===== config.mk =====
export PLATFORM = sky130hd
export DESIGN_NAME = btn_led_ctrl
export DESIGN_NICKNAME = d
export VERILOG_FILES = /design/src/rtl/btn_led_ctrl.sv
export SDC_FILE = /design/constraint.sdc
export NUM_CORES = 1
export LEC_CHECK = 0
export CORE_MARGIN = 8
export CORE_UTILIZATION = 50
export CTS_CLUSTER_SIZE = 8
export DETAILED_ROUTE_END_ITERATION = 7
export PLACE_DENSITY = 0.71
export SYNTH_ARGS = -nofsm -noshare
export SYNTH_HDL_FRONTEND = slang
export SYNTH_SLANG_ARGS = --single-unit

===== constraint.sdc =====
create_clock -name i_clk -period 2.7 [get_ports i_clk]
set_clock_uncertainty 0.1 [all_clocks]
set_input_delay 0.54 -clock i_clk [delete_from_list [all_inputs] [get_ports i_clk]]
set_output_delay 0.54 -clock i_clk [all_outputs]
set_load 0.005 [all_outputs]

===== src/rtl/btn_led_ctrl.sv =====
// N-channel button-to-LED controller: 2-FF synchroniser, per-channel debounce and
// edge detect, and a toggle/momentary LED state per channel (buttons and LEDs active-low).
module btn_led_ctrl #(
    parameter int N_CH         = 4,
    parameter int DEBOUNCE_CYC = 50000
) (
    input  logic            i_clk,
    input  logic            i_rst_n,
    input  logic [N_CH-1:0] i_btn_n,
    input  logic [N_CH-1:0] i_mode,
    input  logic            i_clr,
    output logic [N_CH-1:0] o_led_n,
    output logic [N_CH-1:0] o_btn_state,
    output logic [N_CH-1:0] o_press_pulse,
    output logic [N_CH-1:0] o_release_pulse
);
    localparam int               CNT_W    = $clog2(DEBOUNCE_CYC + 1);
    localparam logic [CNT_W-1:0] CNT_LAST = CNT_W'(DEBOUNCE_CYC - 1);

    logic [N_CH-1:0] r_sync1_p0;
    logic [N_CH-1:0] r_sync2_p1;
    logic [N_CH-1:0] w_pressed_p1;
    logic [N_CH-1:0] w_stable_p2;
    logic [N_CH-1:0] r_stable_d_p3;
    logic [N_CH-1:0] w_rise_p3;
    logic [N_CH-1:0] w_fall_p3;
    logic [N_CH-1:0] r_press_p3;
    logic [N_CH-1:0] r_release_p3;
    logic [N_CH-1:0] r_led_p3;

    // Synchroniser: resets to the released (high) pin level
    always_ff @(posedge i_clk or negedge i_rst_n) begin
        if (!i_rst_n) begin
            r_sync1_p0 <= '1;
            r_sync2_p1 <= '1;
        end else begin
            r_sync1_p0 <= i_btn_n;
            r_sync2_p1 <= r_sync1_p0;
        end
    end

    assign w_pressed_p1 = ~r_sync2_p1;

    // Debounce: each channel needs DEBOUNCE_CYC consecutive differing samples
    for (genvar k = 0; k < N_CH; k++) begin : g_ch
        logic [CNT_W-1:0] r_cnt;
        logic             r_stable;

        always_ff @(posedge i_clk or negedge i_rst_n) begin
            if (!i_rst_n) begin
                r_cnt    <= '0;
                r_stable <= 1'b0;
            end else if (w_pressed_p1[k] == r_stable) begin
                r_cnt <= '0;
            end else if (r_cnt == CNT_LAST) begin
                r_cnt    <= '0;
                r_stable <= w_pressed_p1[k];
            end else begin
                r_cnt <= r_cnt + CNT_W'(1);
            end
        end

        assign w_stable_p2[k] = r_stable;
    end

    assign w_rise_p3 = w_stable_p2 & ~r_stable_d_p3;
    assign w_fall_p3 = ~w_stable_p2 & r_stable_d_p3;

    // Edge detect and LED state; momentary channels copy the debounced level one cycle
    // late so the LED changes on the same edge as the matching pulse.
    always_ff @(posedge i_clk or negedge i_rst_n) begin
        if (!i_rst_n) begin
            r_stable_d_p3 <= '0;
            r_press_p3    <= '0;
            r_release_p3  <= '0;
            r_led_p3      <= '0;
        end else begin
            r_stable_d_p3 <= w_stable_p2;
            r_press_p3    <= w_rise_p3;
            r_release_p3  <= w_fall_p3;
            if (i_clr) begin
                r_led_p3 <= '0;
            end else begin
                r_led_p3 <= (i_mode & w_stable_p2) | (~i_mode & (r_led_p3 ^ w_rise_p3));
            end
        end
    end

    assign o_led_n         = ~r_led_p3;
    assign o_btn_state     = w_stable_p2;
    assign o_press_pulse   = r_press_p3;
    assign o_release_pulse = r_release_p3;

endmodule


# After elaboration in Yosys (flattened, before gate mapping)

Index checks and enable logic that the tools add are counted.

Reduce and logical (&&, ||, !) cells: 4
Bitwise logic cells: 15
$mul: 0
Divide/modulo/power cells: 0
Add/sub/neg operators: 4
Shifts and indexed selects: 0
Equality and inequality tests: 8
Mux-type cells: 9
$lt $le $gt $ge: 0

Operators by type and width:

| cell                    | count |
|---|---|
| $mux W16                | 8 |
| $add A16 B1 Y16 const B | 4 |
| $eq A16 B16 Y1 const B  | 4 |
| $not A4 Y4              | 5 |
| $and A4 B4 Y4           | 4 |
| $reduce_and A2 Y1       | 4 |
| $eq A1 B1 Y1            | 4 |
| $mux W4                 | 1 |
| $not A1 Y1              | 4 |
| $or A4 B4 Y4            | 1 |
| $xor A4 B4 Y4           | 1 |

Input port bits: 11
Register bits after elaboration: 92
Memories: 0
Logic and storage cells: 54
Bits in latches: 0
Memory bits (writable): 0
Memory bits (read-only): 0

# Logic depth before layout (Yosys ltp)

Gate-level depths: netlist of the first run.

Depth in word-level cells: 6
Gate-level depth with buffers: 6
Gate-level depth less buffers: 5

# Worst setup path after synthesis of the first run

Ideal clock, no wire load.

Path kind: register -> register
Start point: register g_ch[2].r_cnt[5]
End point: register g_ch[2].r_cnt[10]
Buffers on the path: 1
Path slack: 0.767 ns
Library setup time: 0.119 ns
Data arrival time: 1.714 ns
Cell stages (with the launch flop): 6
Path through: dfrtp_1 -> or4b_1 -> or4_4 -> nand2_4 -> buf_8 -> nor2_1

Cells in the longest elaborated chain, start to end: 3

Ends and longest elaborated chain:

| item                                                     | line   | RTL |
|---|---|---|
| start, declared                                          | 46     | `logic [CNT_W-1:0] r_cnt;` |
| start signal, assigned                                   | 59     | `r_cnt <= r_cnt + CNT_W'(1);` |
| $add A16 B1 Y16 / $eq A16 B16 Y1 (equally long branches) | 59, 55 |  |
| $mux W16 *                                               | 55     | `end else if (r_cnt == CNT_LAST) begin` |
| $mux W16 *                                               | 53     | `end else if (w_pressed_p1[k] == r_stable) begin` |

Mark *: on every way between the ends. The rest lies on a longest branch, timed or not.
A chain may end at the register's enable or synchronous reset.

# Worst setup path after layout of the first run

Start point: register g_ch[0].r_cnt[12]
End point: register g_ch[0].r_cnt[2]

Cells in the longest elaborated chain, start to end: 3

Ends and longest elaborated chain:

| item                   | line |
|---|---|
| start, declared        | 46 |
| start signal, assigned | 59 |
| $eq A16 B16 Y1         | 55 |
| $mux W16               | 55 |
| $mux W16               | 53 |

Every way passes these cells.

==> results.md, run 1 <==
- Final period util: 77.31%
- Leakage: 1.862 nW
- Synth-to-layout area growth: 14.35%
- GRT Total Usage: 13.96%
- Vias per cell: 5.239
- Clock Latency Late Sink: 0.36 ns
- Die X: 106.3 um
- Final wirelength: 7.238 mm
- Synth Warn #: 0
- H-tree depth: 3
- Last weighted congestion value of the routability-driven placer: 0.7933
- Post-DP HPWL: 4.983 mm
- Non-Filler Instances: 528
- Mapped cell area: 4073 um^2
- Peak Freq: 0.4790 GHz
- Crit start category: flip-flop
- CTS tree: yes
- Layout cells sized above 1: 7.329%
- Async SR Flop Fraction: 100.0%
- Hold Buf Count CTS: 0
- Flops & latches, synth: 92
- Crit path max fanout: 9
- Post-CTS Setup Bufs: 0
- Clk pin slew, worst setup/hold paths: 0.10 ns
- Post-Syn Instances: 387
- Ports: 27
- RSZ-0062 raised after global routing: false
- GR Overflow Total: 0
- DR WL/cell: 13.71 um
- First-pass GRT wire length: 12.81 mm
- Antenna violations before repair: 0
- CP required: 2.85 ns
- Slew HR: 62.00%
- Layout net count: 433
- Synth cell types: 33
- Slew @ Worst Pin: 0.5680 ns
- Setup Viol. Count Final: 0
- Post-Syn Nets: 402
- Post-CTS Resized: 0
- Power Dens Cells: 544.4 nW/um^2
- Root Buffer: clkbuf_8
- Largest net degree at the start of global routing: 62
- Sequential element share of the synthesized area: 56.77%
- Cts bufs inserted: 9
- Total die area: 11290 um^2
- Via count: 2766
- Sum Neg Setup Slack: 0 ns
- Run status: completed
- Die H: 106.3 um
- Max Cap Viol: 0
- Synth Flop Type: dfrtp_1
- Max IR drop VDD: 0.0003421 V
- CTS sink cnt: 92
- PortBufs: 26
- Drt first-iter violations: 95
- Final hold vios: 0
- Number of routed nets with antenna violations: 0
- # rows: 33
- Max clock buf depth: 2
- CP arrival: 2.23 ns
- FF-to-FF End: g_ch[0].r_cnt[2]
- Cells on worst reg2reg path: 5
- Reg2reg setup slack: 0.61 ns
- Crit path capture type: flip-flop
- Avg Synthesized Cell Area: 10.52 um^2
- Core area: 8051 um^2
- R2r startpoint: g_ch[0].r_cnt[12]
- Final Max Slew Viols: 0
- Hold/Removal Path Class: in -> async
- Critical Path Source: g_ch[0].r_cnt[12]
- Post-layout min period: 2.087 ns
- Dpl cells: 512
- Post-synth EDFFs: 0
- Number of global-route vias before repair: 2749
- Remaining DRCs: 0
- DRT Pass-1 Iters: 4
- Antenna Cells: 0
- Setup Crit Path Kind: reg -> reg
- Starting density of the core: 50.58%
## registers in the layout, indices dropped and copies added (netlist names)
signal and flops:
r_sync2_p1 4, g_ch.r_cnt 64, o_press_pulse 4, o_release_pulse 4, r_led_p3 4, r_stable_d_p3 4
g_ch.r_stable 4, r_sync1_p0 4
## worst max-delay path by stage
stage	to	slack, ns	cells after the start
finish	g_ch[0].r_cnt[2]	0.61	5
global route	g_ch[0].r_cnt[6]	0.47	5
CTS	g_ch[0].r_cnt[2]	0.62	5
detailed placement	g_ch[0].r_cnt[2]	0.64	5
global placement	g_ch[0].r_cnt[2]	0.71	5
floorplan	g_ch[2].r_cnt[10]	0.77	5
## layout make-up
| class | count | area (um^2) |
|---|---|---|
| clock buffers | 11 | 141.4 |
| fillers | 695 | 3395 |
| flip-flops and latches | 92 | 2312 |
| multi-input cells | 269 | 1635 |
| inverters | 18 | 67.56 |
| clock inverters | 5 | 83.83 |
| repair buffers | 28 | 285.3 |
| well taps | 105 | 131.4 |
## power breakdown
| group | leakage (nW) | switching (mW) | internal, mW | total, mW |
|---|---|---|---|---|
| Sequential | 1.25 | 0.0178 | 1.40 | 1.42 |
| Clock | 0.106 | 0.475 | 0.551 | 1.03 |
| Combinational | 0.508 | 0.0555 | 0.0342 | 0.0897 |
| Total | 1.86 | 0.548 | 1.99 | 2.54 |
## logic make-up after synthesis
group	count (synthesis)	synth area share (%)
adders and majority gates	4	1.229
muxes	1	0.2458
and+or+nand+nor	192	23.69
xor gates and xnor gates	60	12.90
DFF	92	56.77
buffers and inverters	26	3.072
AOI/OAI and AO/OA	12	2.089
## critical path, stage by stage, from the launching register on
cell and delay, ns:
dfrtp_1 0.44, nor4b_1 0.31, nand3_1 0.19, o41ai_4 0.62, buf_4 0.26, nor2_1 0.06
## cell usage in the layout, fill, tap and decap left out, drive strengths merged
cell            n
dfstp           8
and4b           1
dfrtp          84
bufinv          2
a21oi           4
xor2            7
nand3          23
or4b            2
nor4           17
a21o            1
mux2i           1
nand4b          1
ha              4
clkinvlp        2
or4             1
clkbuf         11
nor2b           7
nor2           78
o21ai           6
nor3           16
nand4          15
clkdlybuf4s50  25
nand2          16
o41ai           1
and3            5
buf             3
xnor2          53
or3             5
nor4bb          3
nor4b           2
inv            19
## metal layers
| layer | routed length [um] | track usage, % |
|---|---|---|
| met2 | 3477 | 21.58 |
| met4 | 107 | 6.533 |
| met5 | 0 | 0 |
| met3 | 237 | 3.569 |
| met1 | 3415 | 18.04 |
## cells in the mapped netlist, types with 2 or more instances
master | instances | share of area, %
and3_1 | 4 | 0.61
dfrtp_1 | 84 | 52
o21ai_0 | 6 | 0.74
nand4_1 | 15 | 2.3
xnor2_1 | 53 | 11
nor4b_1 | 2 | 0.43
xor2_1 | 7 | 1.5
nor2_1 | 78 | 7.2
nand2_1 | 15 | 1.4
a21oi_1 | 4 | 0.49
nand3_1 | 23 | 2.8
nor3_1 | 16 | 2.0
buf_4 | 4 | 0.74
nor4_1 | 17 | 2.6
nor4bb_1 | 3 | 0.74
dfstp_2 | 8 | 5.2
inv_1 | 18 | 1.7
clkbuf_1 | 2 | 0.18
nor2b_1 | 7 | 1.1
or3_1 | 5 | 0.77
ha_1 | 4 | 1.2
## per-stage QoR
step	setup slack, ns	area, um^2	util (%)	total power [mW]	hold slack (ns)
after floorplan	0.7670	4073	-	1.483	0.1444
after global placement	0.7077	4432	55.04	1.537	0.2464
after detailed placement	0.6411	4432	55.04	1.540	0.2476
after CTS	0.6230	4657	57.84	2.568	0.01273
after global routing	0.4674	4657	57.84	2.639	0.02591
final	0.6125	4657	57.84	2.535	0.005199
(Power assumes the default switching activity.)
==> inputs of run 2 (changes only) <==
- PLACE_DENSITY: 0.71 -> 0.74
- clock period: 2.7 -> 1.9 ns (I/O delays scaled with it)
==> results.md, run 2 (synthesized netlist as in run 1, its figures left out) <==
- Dpl cells: 526
- RSZ-0062 raised after global routing: true
- Starting density of the core: 50.58%
- CTS tree: yes
- Die X: 106.3 um
- Tot Pwr: 3.334 mW
- Total die area: 11290 um^2
- Final wirelength: 7.627 mm
- Biggest register: g_ch.r_cnt
- Vias per cell: 5.149
- Final hold vios: 0
- Critical-path top delay cell: or4_4
- Ports: 27
- DR WL/cell: 14.05 um
- Sw Share: 24.12%
- Largest net degree at the start of global routing: 31
- Clock Latency Late Sink: 0.37 ns
- Crit path largest cell delay: 0.58 ns
- Crit path max fanout: 4
- Cts bufs inserted: 9
- Antenna Cells: 0
- Gate power share: 4.3%
- Number of global-route vias before repair: 2855
- Post-DP HPWL: 5.336 mm
- Drt first-iter violations: 68
- Core area: 8051 um^2
- Finished Core Util: 58.97%
- Post-layout min period: 1.907 ns
- Peak Freq: 0.5244 GHz
- Max Cap Viol: 0
- Clock power share: 35.2%
- Slew HR: 67.67%
- Non-Filler Instances: 543
- Switching component of the power: 0.8042 mW
- Leakage: 1.927 nW
- CTS sink cnt: 92
- Layout cells sized above 1: 11.19%
- Post-CTS Setup Bufs: 0
- Crit start category: flip-flop
- Via count: 2796
- Synth-to-layout area growth: 16.59%
- CP arrival: 2.06 ns
- Final period util: 100.4%
- Most frequent cells in the layout: dfrtp_1 (82), nor2_1 (78), xnor2_1 (53)
- Remaining DRCs: 0
- Seq pwr share: 60.5%
- Max clock buf depth: 2
- Setup Crit Path Kind: reg -> reg
- Setup WS post-layout: -0.007046 ns
- Pint: 2.529 mW
- Die H: 106.3 um
- Setup Viol. Count Final: 1
- Slew @ Worst Pin: 0.4814 ns
- Max IR drop VDD: 0.0004272 V
- First-pass GRT wire length: 13.32 mm
- H-tree depth: 3
- Pre-CTS setup slack: -0.02187 ns
- PortBufs: 26
- Commonest non-fill, non-tap cell in the layout: dfrtp_1
- Layout net count: 448
- GR Overflow Total: 0
- Run status: finished, violations left
- # rows: 33
- Failing checks: negative setup slack
- Number of routed nets with antenna violations: 0
- Clk pin slew, worst setup/hold paths: 0.09 ns
- WHS: 0.2584 ns
- CP required: 2.05 ns
- GRT Total Usage: 14.65%
- Crit path capture type: flip-flop
- Power Dens Cells: 702.1 nW/um^2
- Antenna violations before repair: 0
- Max FFs per register: 64
- DRT Pass-1 Iters: 4
- Hold/Removal Path Class: reg -> reg
- CP cell instances: or4b_4, or4_4, and3_2
- Root Buffer: clkbuf_8
- Final Max Slew Viols: 0
- Fill cell total of the finished layout: 707
- Last weighted congestion value of the routability-driven placer: 0.8445
## run 2: cell type report
class,instances,area [um^2],area share [%]
Tap cell,105,131.4,2.767
Clock buffer,10,127.6,2.688
Clock inverter,6,40.04,0.8432
Sequential cell,92,2315,48.75
Multi-Input combinational cell,269,1654,34.84
Inverter,18,67.56,1.423
Timing Repair Buffer,43,412.9,8.696
## run 2: layer usage
metal / wire length, um / global-route usage (%)
met2: 3679 / 23.28
met3: 282 / 3.630
met4: 123 / 6.030
met5: 0 / 0
met1: 3541 / 18.75
## run 2: power by group through the flow
stage / sequential (mW) / combinational (mW) / clock [mW]
4_1_cts: 2.02 / 0.150 / 1.20
3_3_place_gp: 2.05 / 0.141 / 0
6_report: 2.02 / 0.144 / 1.17
3_5_place_dp: 2.06 / 0.145 / 0
5_1_grt: 2.02 / 0.167 / 1.29
2_1_floorplan: 2.05 / 0.0561 / 0
## run 2: metrics by stage
stage | cell area [um^2] | TNS [ns]
6_report | 4748 | -0.007046
3_3_place_gp | 4549 | 0
4_1_cts | 4737 | -0.01946
3_5_place_dp | 4549 | -0.2159
5_1_grt | 4748 | -0.4238
2_1_floorplan | 4073 | -0.2487
## run 2: critical path: cells and delay by family, from the launching register on
family,cells,cell delay [ns]
AND/OR/NAND/NOR,3,1.32
flip-flops,1,0.39
## run 2: what timing repair did
item | in CTS | in global routing
endpoints found under the setup margin | 17 | 34
resized for setup | 2 | 3
hold buffers | 1 | 0
endpoints found under the hold margin | 14 | 0
## run 2: path summary, 6_finish.rpt
path	cells past startpoint	endpoint	slack, ns	from
max in group asynchronous	3	r_sync2_p1[0]	0.77	i_rst_n
min reg2reg	0	r_sync2_p1[2]	0.26	r_sync1_p0[2]
max	3	g_ch[2].r_cnt[1]	-0.007	g_ch[2].r_cnt[11]
min in group asynchronous	2	g_ch[3].r_cnt[12]	0.34	i_rst_n
min	0	r_sync2_p1[2]	0.26	r_sync1_p0[2]
max reg2reg	3	g_ch[2].r_cnt[1]	-0.007	g_ch[2].r_cnt[11]
